File: src/rtl/fifo_write_arbiter_pkg.sv
// ----------------------------------------------------------------------------
// pkg_fifo_arb
//   Shared types and constants for fifo_write_arbiter and its round-robin
//   picker.
//   - fwa_state_t : arbiter FSM state encoding (IDLE, ISSUE, BLOCKED)
//   - ID_W        : width of the requester ID tag in the low bits of each word
//   - OVF_W       : width of the optional blocked-cycle counter
//   - idx_w()     : index width for NREQ requesters (never below 1 bit)
// ----------------------------------------------------------------------------
package pkg_fifo_arb;

   typedef enum logic [1:0] {
      IDLE    = 2'd0,
      ISSUE   = 2'd1,
      BLOCKED = 2'd2
   } fwa_state_t;

   localparam int ID_W  = 8;
   localparam int OVF_W = 16;

   function automatic int idx_w(input int n);
      return (n > 1) ? $clog2(n) : 1;
   endfunction

endpackage

File: src/rtl/fifo_write_arbiter_rr_arbiter.sv
// ----------------------------------------------------------------------------
// rr_arbiter
//   Purely combinational round-robin picker: selects the first asserted
//   request at or after ptr, wrapping from NREQ-1 back to 0.
//   Ports:
//     req     in   NREQ   request vector
//     ptr     in   IW     starting search position (0..NREQ-1)
//     gnt     out  NREQ   one-hot grant (all zero when no request)
//     gnt_idx out  IW     binary index of the granted requester
// ----------------------------------------------------------------------------
module rr_arbiter
   import pkg_fifo_arb::*;
#(
   parameter  int NREQ = 4,
   localparam int IW   = idx_w(NREQ)
) (
   input  logic [NREQ-1:0] req,
   input  logic [IW-1:0]   ptr,
   output logic [NREQ-1:0] gnt,
   output logic [IW-1:0]   gnt_idx
);

   logic [IW:0]   sum;
   logic [IW-1:0] idx;
   logic          found;

   always_comb begin
      gnt     = '0;
      gnt_idx = '0;
      found   = 1'b0;
      sum     = '0;
      idx     = '0;
      for (int off = 0; off < NREQ; off++) begin
         // ptr + off never exceeds 2*NREQ-2, so one conditional subtract wraps it.
         sum = {1'b0, ptr} + (IW+1)'(off);
         if (sum >= (IW+1)'(NREQ)) begin
            sum = sum - (IW+1)'(NREQ);
         end
         idx = sum[IW-1:0];
         if (!found && req[idx]) begin
            found    = 1'b1;
            gnt[idx] = 1'b1;
            gnt_idx  = idx;
         end
      end
   end

endmodule

File: src/rtl/fifo_write_arbiter.sv
// ----------------------------------------------------------------------------
// fifo_write_arbiter
//   Shares the single FIFO write port among NREQ requesters with round-robin
//   arbitration. Each granted word is tagged in its low 8 bits with the
//   requester ID and written one clock after the grant.
//   Optional feature macro: FWA_OVF_CNT_EN adds ovf_cnt, a saturating count
//   of clock cycles spent in BLOCKED.
//   Ports:
//     clk, rst_n   clock, asynchronous active-low reset
//     req_valid    NREQ         requester i has a word
//     req_data     NREQ x PW    payload of requester i
//     req_ready    NREQ         one-hot accept, combinational in grant cycle
//     full_fifo    1            FIFO full flag
//     numel_fifo   clog2(DEPTH) FIFO occupancy
//     wr_en_fifo   1            FIFO write strobe (one cycle per word)
//     wdata_fifo   DWIDTH       {payload, requester ID}; held when idle
//     busy         1            any request pending or write in flight
//     dbg_state    2            current FSM state
//     ovf_cnt      16           blocked-cycle counter (FWA_OVF_CNT_EN only)
//   Handshake: a word moves from requester i when req_valid[i] & req_ready[i]
//   are both high in the same cycle; req_ready never rises without
//   req_valid, and a requester may withdraw req_valid at any time.
// ----------------------------------------------------------------------------
module fifo_write_arbiter
   import pkg_fifo_arb::*;
#(
   parameter  int NREQ   = 4,
   parameter  int DWIDTH = 136,
   parameter  int DEPTH  = 16,
   localparam int PW     = DWIDTH - ID_W,
   localparam int IW     = idx_w(NREQ),
   localparam int NW     = $clog2(DEPTH)
) (
   input  logic                     clk,
   input  logic                     rst_n,
   input  logic [NREQ-1:0]          req_valid,
   input  logic [NREQ-1:0][PW-1:0]  req_data,
   output logic [NREQ-1:0]          req_ready,
   input  logic                     full_fifo,
   input  logic [NW-1:0]            numel_fifo,
   output logic                     wr_en_fifo,
   output logic [DWIDTH-1:0]        wdata_fifo,
   output logic                     busy,
   output fwa_state_t               dbg_state
`ifdef FWA_OVF_CNT_EN
   ,
   output logic [OVF_W-1:0]         ovf_cnt
`endif
);

   if (NREQ < 2 || NREQ > 8) begin : g_bad_nreq
      $error("fifo_write_arbiter: NREQ must be in 2..8");
   end

   fwa_state_t        state_q, state_d;
   logic [IW-1:0]     ptr_q, ptr_d;
   logic              wr_en_q, wr_en_d;
   logic [DWIDTH-1:0] wdata_q, wdata_d;

   logic [NREQ-1:0]   gnt;
   logic [IW-1:0]     gnt_idx;
   logic              any_req;
   logic              space;
   logic              grant;

   rr_arbiter #(.NREQ(NREQ)) u_rr (
      .req     (req_valid),
      .ptr     (ptr_q),
      .gnt     (gnt),
      .gnt_idx (gnt_idx)
   );

   // A write already on the port will take the last free slot, so a grant
   // now would land on a full FIFO next cycle.
   assign space   = !full_fifo && !(wr_en_q && numel_fifo == NW'(DEPTH - 1));
   assign any_req = |req_valid;
   // rst_n gates the combinational outputs so they read 0 throughout reset.
   assign grant   = rst_n && space && any_req;

   always_comb begin
      ptr_d   = ptr_q;
      wdata_d = wdata_q;
      wr_en_d = grant;
      if (grant) begin
         wdata_d = {req_data[gnt_idx], ID_W'(gnt_idx)};
         ptr_d   = (gnt_idx == IW'(NREQ - 1)) ? '0 : gnt_idx + IW'(1);
      end
   end

   always_comb begin
      state_d = state_q;
      case (state_q)
         IDLE, ISSUE: begin
            if (grant)        state_d = ISSUE;
            else if (any_req) state_d = BLOCKED;
            else              state_d = IDLE;
         end
         BLOCKED: begin
            if (grant)         state_d = ISSUE;
            else if (!any_req) state_d = IDLE;
         end
         default: state_d = IDLE;
      endcase
   end

   always_ff @(posedge clk or negedge rst_n) begin
      if (!rst_n) begin
         state_q <= IDLE;
         ptr_q   <= '0;
         wr_en_q <= 1'b0;
         wdata_q <= '0;
      end else begin
         state_q <= state_d;
         ptr_q   <= ptr_d;
         wr_en_q <= wr_en_d;
         wdata_q <= wdata_d;
      end
   end

   assign req_ready  = grant ? gnt : '0;
   assign wr_en_fifo = wr_en_q;
   assign wdata_fifo = wdata_q;
   assign busy       = rst_n && (any_req || wr_en_q);
   assign dbg_state  = state_q;

`ifdef FWA_OVF_CNT_EN
   logic [OVF_W-1:0] ovf_cnt_q, ovf_cnt_d;

   always_comb begin
      ovf_cnt_d = ovf_cnt_q;
      if (state_q == BLOCKED && ovf_cnt_q != '1) begin
         ovf_cnt_d = ovf_cnt_q + OVF_W'(1);
      end
   end

   always_ff @(posedge clk or negedge rst_n) begin
      if (!rst_n) ovf_cnt_q <= '0;
      else        ovf_cnt_q <= ovf_cnt_d;
   end

   assign ovf_cnt = ovf_cnt_q;
`endif

endmodule

File: config.mk
export PLATFORM = sky130hd
export DESIGN_NAME = fifo_write_arbiter
export DESIGN_NICKNAME = d
export VERILOG_FILES = /design/src/rtl/fifo_write_arbiter_pkg.sv /design/src/rtl/fifo_write_arbiter_rr_arbiter.sv /design/src/rtl/fifo_write_arbiter.sv
export SDC_FILE = /design/constraint.sdc
export NUM_CORES = 1
export LEC_CHECK = 0
export BUFFER_PORTS_ARGS = -buffer_cell sky130_fd_sc_hd__buf_2
export CORE_AREA = 2 2 262 264
export CTS_BUF_LIST = sky130_fd_sc_hd__clkbuf_2
export CTS_CLUSTER_SIZE = 40
export DETAILED_ROUTE_END_ITERATION = 10
export DIE_AREA = 0 0 264 266
export PLACE_DENSITY = 0.31
export SYNTH_ARGS = -nofsm -noshare
export SYNTH_HDL_FRONTEND = slang
export SYNTH_SLANG_ARGS = --single-unit
File: constraint.sdc
create_clock -name clk -period 2.9 [get_ports clk]
set_input_delay 0.435 -clock clk [delete_from_list [all_inputs] [get_ports clk]]
set_output_delay 0.435 -clock clk [all_outputs]
set_load 0.02 [all_outputs]
==> results of run 1 <==
[stage by stage]
stage          utilization (%)  setup TNS, ps  cells  hold slack, ps  area, um2
3_3_place_gp             19.39         -150.3   2335           457.6      13140
3_5_place_dp             19.39         -188.0   2335           467.2      13140
2_1_floorplan                -              0    822           139.4       8803
[kinds of logic after synthesis]
logic type / after synthesis
mux: 260
compound gates: 157
simple gates: 169
other cells: 1
flops: 135
fa+ha+maj: 7
xor+xnor: 1
buf+inv: 87
==> run metrics, run 1 <==
post-synthesis xor/xnor area fraction=0.09970%; IO Count=667; adder-cell share of the synthesized area=0.9970%; synth cell count leaders=257 x mux2i_1, 137 x nand2_1, 135 x dfrtp_1; post-synthesis simple-gate area fraction=7.720%; setup repair bufs after CTS=6; top cell type's share of synthesized area=between 30% and 40%; synthesis-stage register bit count=135; Synth warnings=0; Clock Path Buffers=2; Synth Flop Type=dfrtp_1; Syn Area/Cell=10.75 um2; EDFF count, synth=0; status=aborted with a tool error; Clock Root Buffer=clkbuf_2; pre-CTS WS=-102.5 ps; ranking of synthesized cells by area=dfrtp_1 38%, mux2i_1 29%, o221ai_1 13%; post-synthesis cell area=8785 um2; largest family of logic cells by synthesized area=multiplexers; sequential area share after synthesis=38.46%; clock sink count=135; Syn Inst Count=817; Synth Area in Compound Gates=15.43%; count of cell types in the netlist=46; TritonCTS Buffers=17; area leader, netlist=dfrtp_1; port bufs=660; Log Error=[ERROR RSZ-0060] Max buffer count reached.; hold buffer count at CTS=476; multiplexer area fraction after synthesis=a little under a third; H-tree Lvls=4; dpl hpwl=33530 um; die height=266 um; Placer Congestion=between 0.8 and 0.9; Fail Step=clock tree synthesis; num rows=96; most frequent cell after synthesis=mux2i_1; Die X-Extent=264 um; initial core utilization=around an eighth; FFs w/ async S/R, synth=100.0%; Resize count post-CTS=26
==> run 2, diff against run 1 <==
--- a/config.mk
+++ b/config.mk
@@ -6,12 +6,10 @@
 export NUM_CORES = 1
 export LEC_CHECK = 0
 export BUFFER_PORTS_ARGS = -buffer_cell sky130_fd_sc_hd__buf_2
-export CORE_AREA = 2 2 262 264
-export CTS_BUF_LIST = sky130_fd_sc_hd__clkbuf_2
-export CTS_CLUSTER_SIZE = 40
+export CORE_AREA = 2 2 256 258
 export DETAILED_ROUTE_END_ITERATION = 10
-export DIE_AREA = 0 0 264 266
-export PLACE_DENSITY = 0.31
+export DIE_AREA = 0 0 258 260
+export PLACE_DENSITY_LB_ADDON = 0.15
 export SYNTH_ARGS = -nofsm -noshare
 export SYNTH_HDL_FRONTEND = slang
 export SYNTH_SLANG_ARGS = --single-unit
==> constraint.sdc (replaced) <==
create_clock -name clk -period 3.8 [get_ports clk]
set_input_delay 0.57 -clock clk [delete_from_list [all_inputs] [get_ports clk]]
set_output_delay 0.57 -clock clk [all_outputs]
set_load 0.02 [all_outputs]
==> run 2 against run 1 <==
Against the previous run: the flow now finishes without violations; area after synthesis stayed put; synthesized cell count stayed put.
==> run metrics, run 2 <==
Layout Cells excl Fill=2324; Synth warnings=0 (unchanged); vias in the first global route=9686; Synth Area in Compound Gates=15.43% (unchanged); CP arrival=approximately 2900 ps; WL/cell=17.54 um; final critical-path required period=3514 ps; core region area=~64000 um2; Fin. Hold Viols=0; final global-route overflow total=0; Area Overhead vs Synth=53.78%; post-synthesis xor/xnor area fraction=0.09970% (unchanged); grt met3 use=under 10%; commonest non-fill, non-tap cell in the layout=buf_2; Placed Instances=2290 (-1.9%); vias per inst=3.954; crit path kind=reg2out; cell repeated most along the worst path=nor2_1; full die area=67080 um2; Synth Flop Type=dfrtp_1; synthesis-stage register bit count=135 (unchanged); RSZ-0062 raised after global routing=no; EDFF count, synth=0 (unchanged); max cap viols=0; setup TNS=0 ps; synth cell count leaders=257 x mux2i_1, 137 x nand2_1, 135 x dfrtp_1; Final Power=11000 uW; Final Setup Violations=0; slew margin rel.=43.15%; multiplexer area fraction after synthesis=30.05% (unchanged); sequential area share after synthesis=38.46% (unchanged); ranking of synthesized cells by area=dfrtp_1 38%, mux2i_1 29%, o221ai_1 13%; first-pass GRT wire length=59090 um; met1 Resource Use GR=between 10 and 15%; Clock Path Buffers=2 (unchanged); WL final=40770 um; Multi-input gate area=4821 um2; top cell type's share of synthesized area=38.46% (unchanged); Die X-Extent=258 um (-2.3%); initial core utilization=13.70% (+0.73 points); via count=approximately 9200; Slew @ Worst Pin=852.8 ps; filler cell count=roughly 7000; Syn Area/Cell=10.75 um2 (unchanged); DRC=0; largest family of logic cells by synthesized area=multiplexers; Worst Setup End Kind=output pin; clock sink count=135 (unchanged); Clock Root Buffer=clkbuf_16; register area=~3400 um2; pre-CTS WS=577.4 ps (+679.9 ps); slowest CP cell=mux4_2; post-synthesis cell area=8785 um2 (unchanged); flip-flop count of the largest register after layout=130; Placer Congestion=0.8351 (+3.1%); Hold Crit Class=in2async; crit-path cells=inv_1 -> ha_1 -> mux4_2 -> a22oi_1 -> nor2_1 -> a221oi_1 -> nor2_1 -> buf_2; most frequent cells in the layout=659 x buf_2, 257 x mux2i_1, 135 x nand2_1, 135 x dfrtp_1, 127 x o221ai_1; TritonCTS Buffers=17 (unchanged); num rows=93 (-3.1%); CTS tree=built; GRT Total Usage=11.69%; Skew-Pair Late Insertion Delay=approximately 470 ps; Core Util, Final=21.07%; hold buffer count at CTS=0 (-100%); IO Count=667 (unchanged); Worst Path Required=3230 ps; Crit path largest cell delay=650 ps; FFs w/ async S/R, synth=100.0% (unchanged); pin count of the biggest net entering global routing=129; Initial DRT Pass Iterations=5; area leader, netlist=dfrtp_1; die height=260 um (-2.3%); CTS clk-pin slew, worst paths=~70 ps; Final WS setup=~290 ps; port bufs=660 (unchanged); layout cell share with drive strength beyond 1=50.31%; met2 Track Usage GR=a little over a fifth; setup repair bufs after CTS=0 (-6); adder-cell share of the synthesized area=0.9970% (unchanged); Most Crowded Layer GR=met2; Resize count post-CTS=0 (-100%); Routed Antenna Nets=0; Power Density=about 810 nW/um2; initial antenna violation count=2; leakage power=approximately 0.0074 uW; H-tree Lvls=4 (unchanged); status=complete, no violations; final count of pins violating max slew=0; dpl hpwl=31470 um (-6.1%); Critical Path Source Type=register; nets=1984; Max Clock Skew=between 10 and 15 ps; Peak supply drop=0.5515 mV; post-synthesis simple-gate area fraction=7.720% (unchanged); count of cell types in the netlist=46 (unchanged); FMAX=284.6 MHz; fin crit share=about 92%; Worst Path Max Fanout=10; Initial DRC Count=a little over 400; Syn Inst Count=817 (unchanged); most frequent cell after synthesis=mux2i_1
-- run 2: cell counts after synthesis --
No cell type changed its count.
-- run 2: area by class of cell --
cell class,instances,share of cell area [%]
Antenna cell,2,0.03705
Clock buffer,20,3.381
Clock inverter,12,0.7687
Inverter,6,0.1667
Multi-Input combinational cell,600,35.69
Sequential cell,135,25.01
Tap cell,855,7.919
Timing Repair Buffer,694,27.04
-- run 2: path summary, 6_finish.rpt --
path / slack, ps / end / cells after the start / from
worst min-delay path: 120 / dbg_state[0] / 2 / rst_n
worst min register to register: 480 / wdata_fifo[42] / 2 / wdata_fifo[42]
min in group clk: 420 / wdata_fifo[115] / 3 / req_data[235]
worst max-delay path: 290 / req_ready[2] / 8 / ptr_q[1]
max in group asynchronous: 2470 / wdata_fifo[113] / 3 / rst_n
worst max register to register: 590 / wdata_fifo[121] / 9 / ptr_q[1]
-- run 2: cell families (layout without fill, tap and decap cells) --
logic type / Yosys count / count (layout)
multiplexers: 260 / 260
AND/OR/NAND/NOR: 169 / 169
AO/OA/AOI/OAI: 157 / 157
flip-flops: 135 / 135
buffers and inverters: 87 / 732
adder cells (fa/ha/maj): 7 / 7
other: 1 / 8
XOR/XNOR: 1 / 1
-- run 2: through the flow --
stage / hold slack [ps] / area [um2]
after floorplan: 274.4 / 8803
after global placement: 457.7 / 12940
after detailed placement: 466.5 / 12940
after CTS: 87.83 / 13500
after global routing: 112.7 / 13510
final: 120.5 / 13510
-- run 2: routing by layer --
layer  vias up  routed length (um)  part of all wire [%]
li1       4387                   -                     -
met1      4365               15380                    38
met2       403               21890                    54
met3        34                2700                   6.6
met4         0                 796                   2.0
met5         -                   0                     0
-- run 2: where the power goes --
group          switching (uW)  total, uW  internal [uW]  leakage (uW)
combinational            3940       6900           2950       0.00547
clock                     727       1660            929      0.000272
sequential                343       2450           2100       0.00168
total                    5010      11000           5980       0.00742
-- run 2: worst max-delay path, delay by kind of cell (launching register included) --
family	cells	cell delay [ps]
AND/OR/NAND/NOR	2	140
buffers and inverters	2	240
flip-flops	1	340
AO/OA/AOI/OAI	2	600
adder cells (fa/ha/maj)	1	510
multiplexers	1	650
Note: power is estimated with default switching activity, not from simulation.
==> run 3, diff against run 2 <==
==> constraint.sdc (replaced) <==
create_clock -name clk -period 3.8 [get_ports clk]
set_input_delay 0.19 -clock clk [delete_from_list [all_inputs] [get_ports clk]]
set_output_delay 0.19 -clock clk [all_outputs]
set_load 0.02 [all_outputs]
==> run 3 against run 2 <==
Against the previous run: total power rose by 6.1%; clock power rose by 11%; setup slack barely moved.
==> run metrics, run 3 (same netlist as run 2, synthesis figures left out) <==
met1 Resource Use GR=12.17% (-0.41 points); H-tree Lvls=4 (unchanged); vias per inst=3.984 (+0.76%); Crit path largest cell delay=610 ps (-40 ps); crit-path cells=inv_1 -> ha_4 -> mux4_2 -> nor2b_4 -> nor2_2 -> o22a_4 -> buf_12 -> buf_12 -> mux2i_1 -> dlygate4sd3_1 -> o221ai_1; Max Clock Skew=8.818 ps (-2.470 ps); Hold Crit Depth=3; die height=260 um (unchanged); Worst Path Max Fanout=38 (+28); Critical Path Source Type=register; final count of pins violating max slew=0 (unchanged); first-pass GRT wire length=58810 um (-0.48%); Fin. Hold Viols=0 (unchanged); min-delay src=req_data[129]; Worst R2R End=wdata_fifo[128]; CTS tree=built; number of cells on the critical path=11 (+3); IO Count=667 (unchanged); r2r startpoint=ptr_q[1]; met2 Track Usage GR=20.99% (-0.40 points); pre-CTS WS=637.5 ps (+60.11 ps); status=complete, no violations; CP arrival=3830 ps (+890 ps); core region area=64120 um2 (unchanged); Peak supply drop=0.3692 mV (-33%); Final WS setup=286.1 ps (+0.2300 ps); slew margin rel.=43.33% (+0.18 points); Slew @ Worst Pin=850.1 ps (-2.752 ps); commonest non-fill, non-tap cell in the layout=buf_2; Clock Path Buffers=2 (unchanged); DRC=0 (unchanged); dpl hpwl=31250 um (-0.72%); WL final=41160 um (+0.95%); initial core utilization=13.70% (unchanged); Skew-Pair Late Insertion Delay=470 ps (about the same); num rows=93 (unchanged); Placer Congestion=0.8264 (-1.0%); Area Overhead vs Synth=63.31%; setup TNS=0 ps (unchanged); port bufs=660 (unchanged); Cell Area, Placed=12990 um2 (+0.35%); FMAX=284.6 MHz (about the same); Initial DRT Pass Iterations=4 (-1); via count=9558 (+4.0%); clock sink count=135 (unchanged); CTS clk-pin slew, worst paths=70 ps (about the same); fin crit share=92.47% (about the same); GRT Total Usage=11.57% (-0.12 points); final global-route overflow total=0 (unchanged); WL/cell=17.16 um (-2.2%); Clock Root Buffer=clkbuf_16; flip-flop count of the largest register after layout=130 (unchanged); layout cell share with drive strength beyond 1=48.38% (-1.9 points); Worst Path Required=4110 ps (+880 ps); vias in the first global route=10120 (+4.5%); RSZ-0062 raised after global routing=no; critical path's top delay family=buffers and inverters; Initial DRC Count=426 (+3.4%); cell repeated most along the worst path=buf_12; most frequent cells in the layout=659 x buf_2, 257 x mux2i_1, 135 x nand2_1, 135 x dfrtp_1, 127 x o221ai_1; slowest CP cell=mux4_2; final critical-path required period=3514 ps (-0.2300 ps); Routed Antenna Nets=0 (unchanged); full die area=67080 um2 (unchanged); max cap viols=0 (unchanged); Die X-Extent=258 um (unchanged); crit path kind=reg2reg; hold endpoint=wdata_fifo[9]; initial antenna violation count=2 (unchanged); Power Density=813.3 nW/um2 (about the same); Final Setup Violations=0 (unchanged); CP Buf/Inv Count=4 (+2); r2r setup slk=290 ps (-300 ps); Most Crowded Layer GR=met2; leakage power=0.007780 uW (+4.9%); nets=2059 (+3.8%); TritonCTS Buffers=17 (unchanged); Worst R2R Path Depth=11 (+2); post-route cell area=14350 um2 (+6.2%); Worst Setup End Kind=register; Hold Crit Class=in2reg; pin count of the biggest net entering global routing=129 (unchanged); grt met3 use=3.519% (-0.20 points)
==> run 3: cell count changes in the layout (fill, tap and decap cells not counted), moves of 2 or more <==
cell           delta
buf_4             +6
bufinv_16         +3
clkbuf_8          -2
clkinv_2          -3
dlygate4sd3_1    +68
inv_6             +4
==> run 3: through the flow <==
step	utilization, %	hold slack, ps	instances	power (uW)
6_report	22.38	50.58	2399	11670
5_1_grt	22.38	12.18	2399	12470
4_1_cts	22.30	0.08837	2396	11720
3_5_place_dp	20.26	342.7	2296	9568
3_3_place_gp	20.26	331.6	2296	9594
2_1_floorplan	-	-105.6	822	7687
==> run 3: final cells by class <==
| cell class | count | area, um2 |
|---|---|---|
| inverter | 6 | 22.52 |
| tap | 855 | 1070 |
| antenna | 2 | 5.005 |
| multi-input combinational | 600 | 4833 |
| clock buffer | 18 | 429.2 |
| sequential | 135 | 3378 |
| clock inverter | 14 | 197.7 |
| timing repair buffer | 769 | 4410 |
| fill | 7044 | 49770 |
==> run 3: how the worst max path moves through the flow <==
stage	startpoint	slack, ps	to
4_1_cts	ptr_q[1]	130	wdata_fifo[95]
5_1_grt	ptr_q[1]	110	wdata_fifo[16]
6_report	ptr_q[1]	290	wdata_fifo[128]
2_1_floorplan	ptr_q[0]	880	wdata_fifo[100]
3_3_place_gp	ptr_q[1]	670	wdata_fifo[130]
3_5_place_dp	ptr_q[1]	640	wdata_fifo[110]
==> run 3: repair_timing <==
action,CTS,global route
setup endpoints to repair,0,12
resized for setup,0,3
endpoints found under the hold margin,74,0
setup buffers,0,0
hold buffers,68,0
==> run 3: layer usage <==
layer | share of wire [%] | wire length (um)
met1 | 37 | 15370
met2 | 53 | 21610
met3 | 6.8 | 2811
met4 | 3.3 | 1370
met5 | 0 | 0
==> run 3: worst min-delay path, delay by kind of cell <==
family | cells | cell delay, ps
compound gates | 1 | 160
buf+inv | 1 | 70
mux | 1 | 50
==> run 3: power breakdown <==
part           switching (uW)  internal, uW  leakage [uW]  total [uW]
Sequential                339          2100       0.00168        2440
Clock                     745          1100      0.000302        1850
Combinational            4080          3290       0.00580        7380
Total                    5170          6500       0.00778       11700
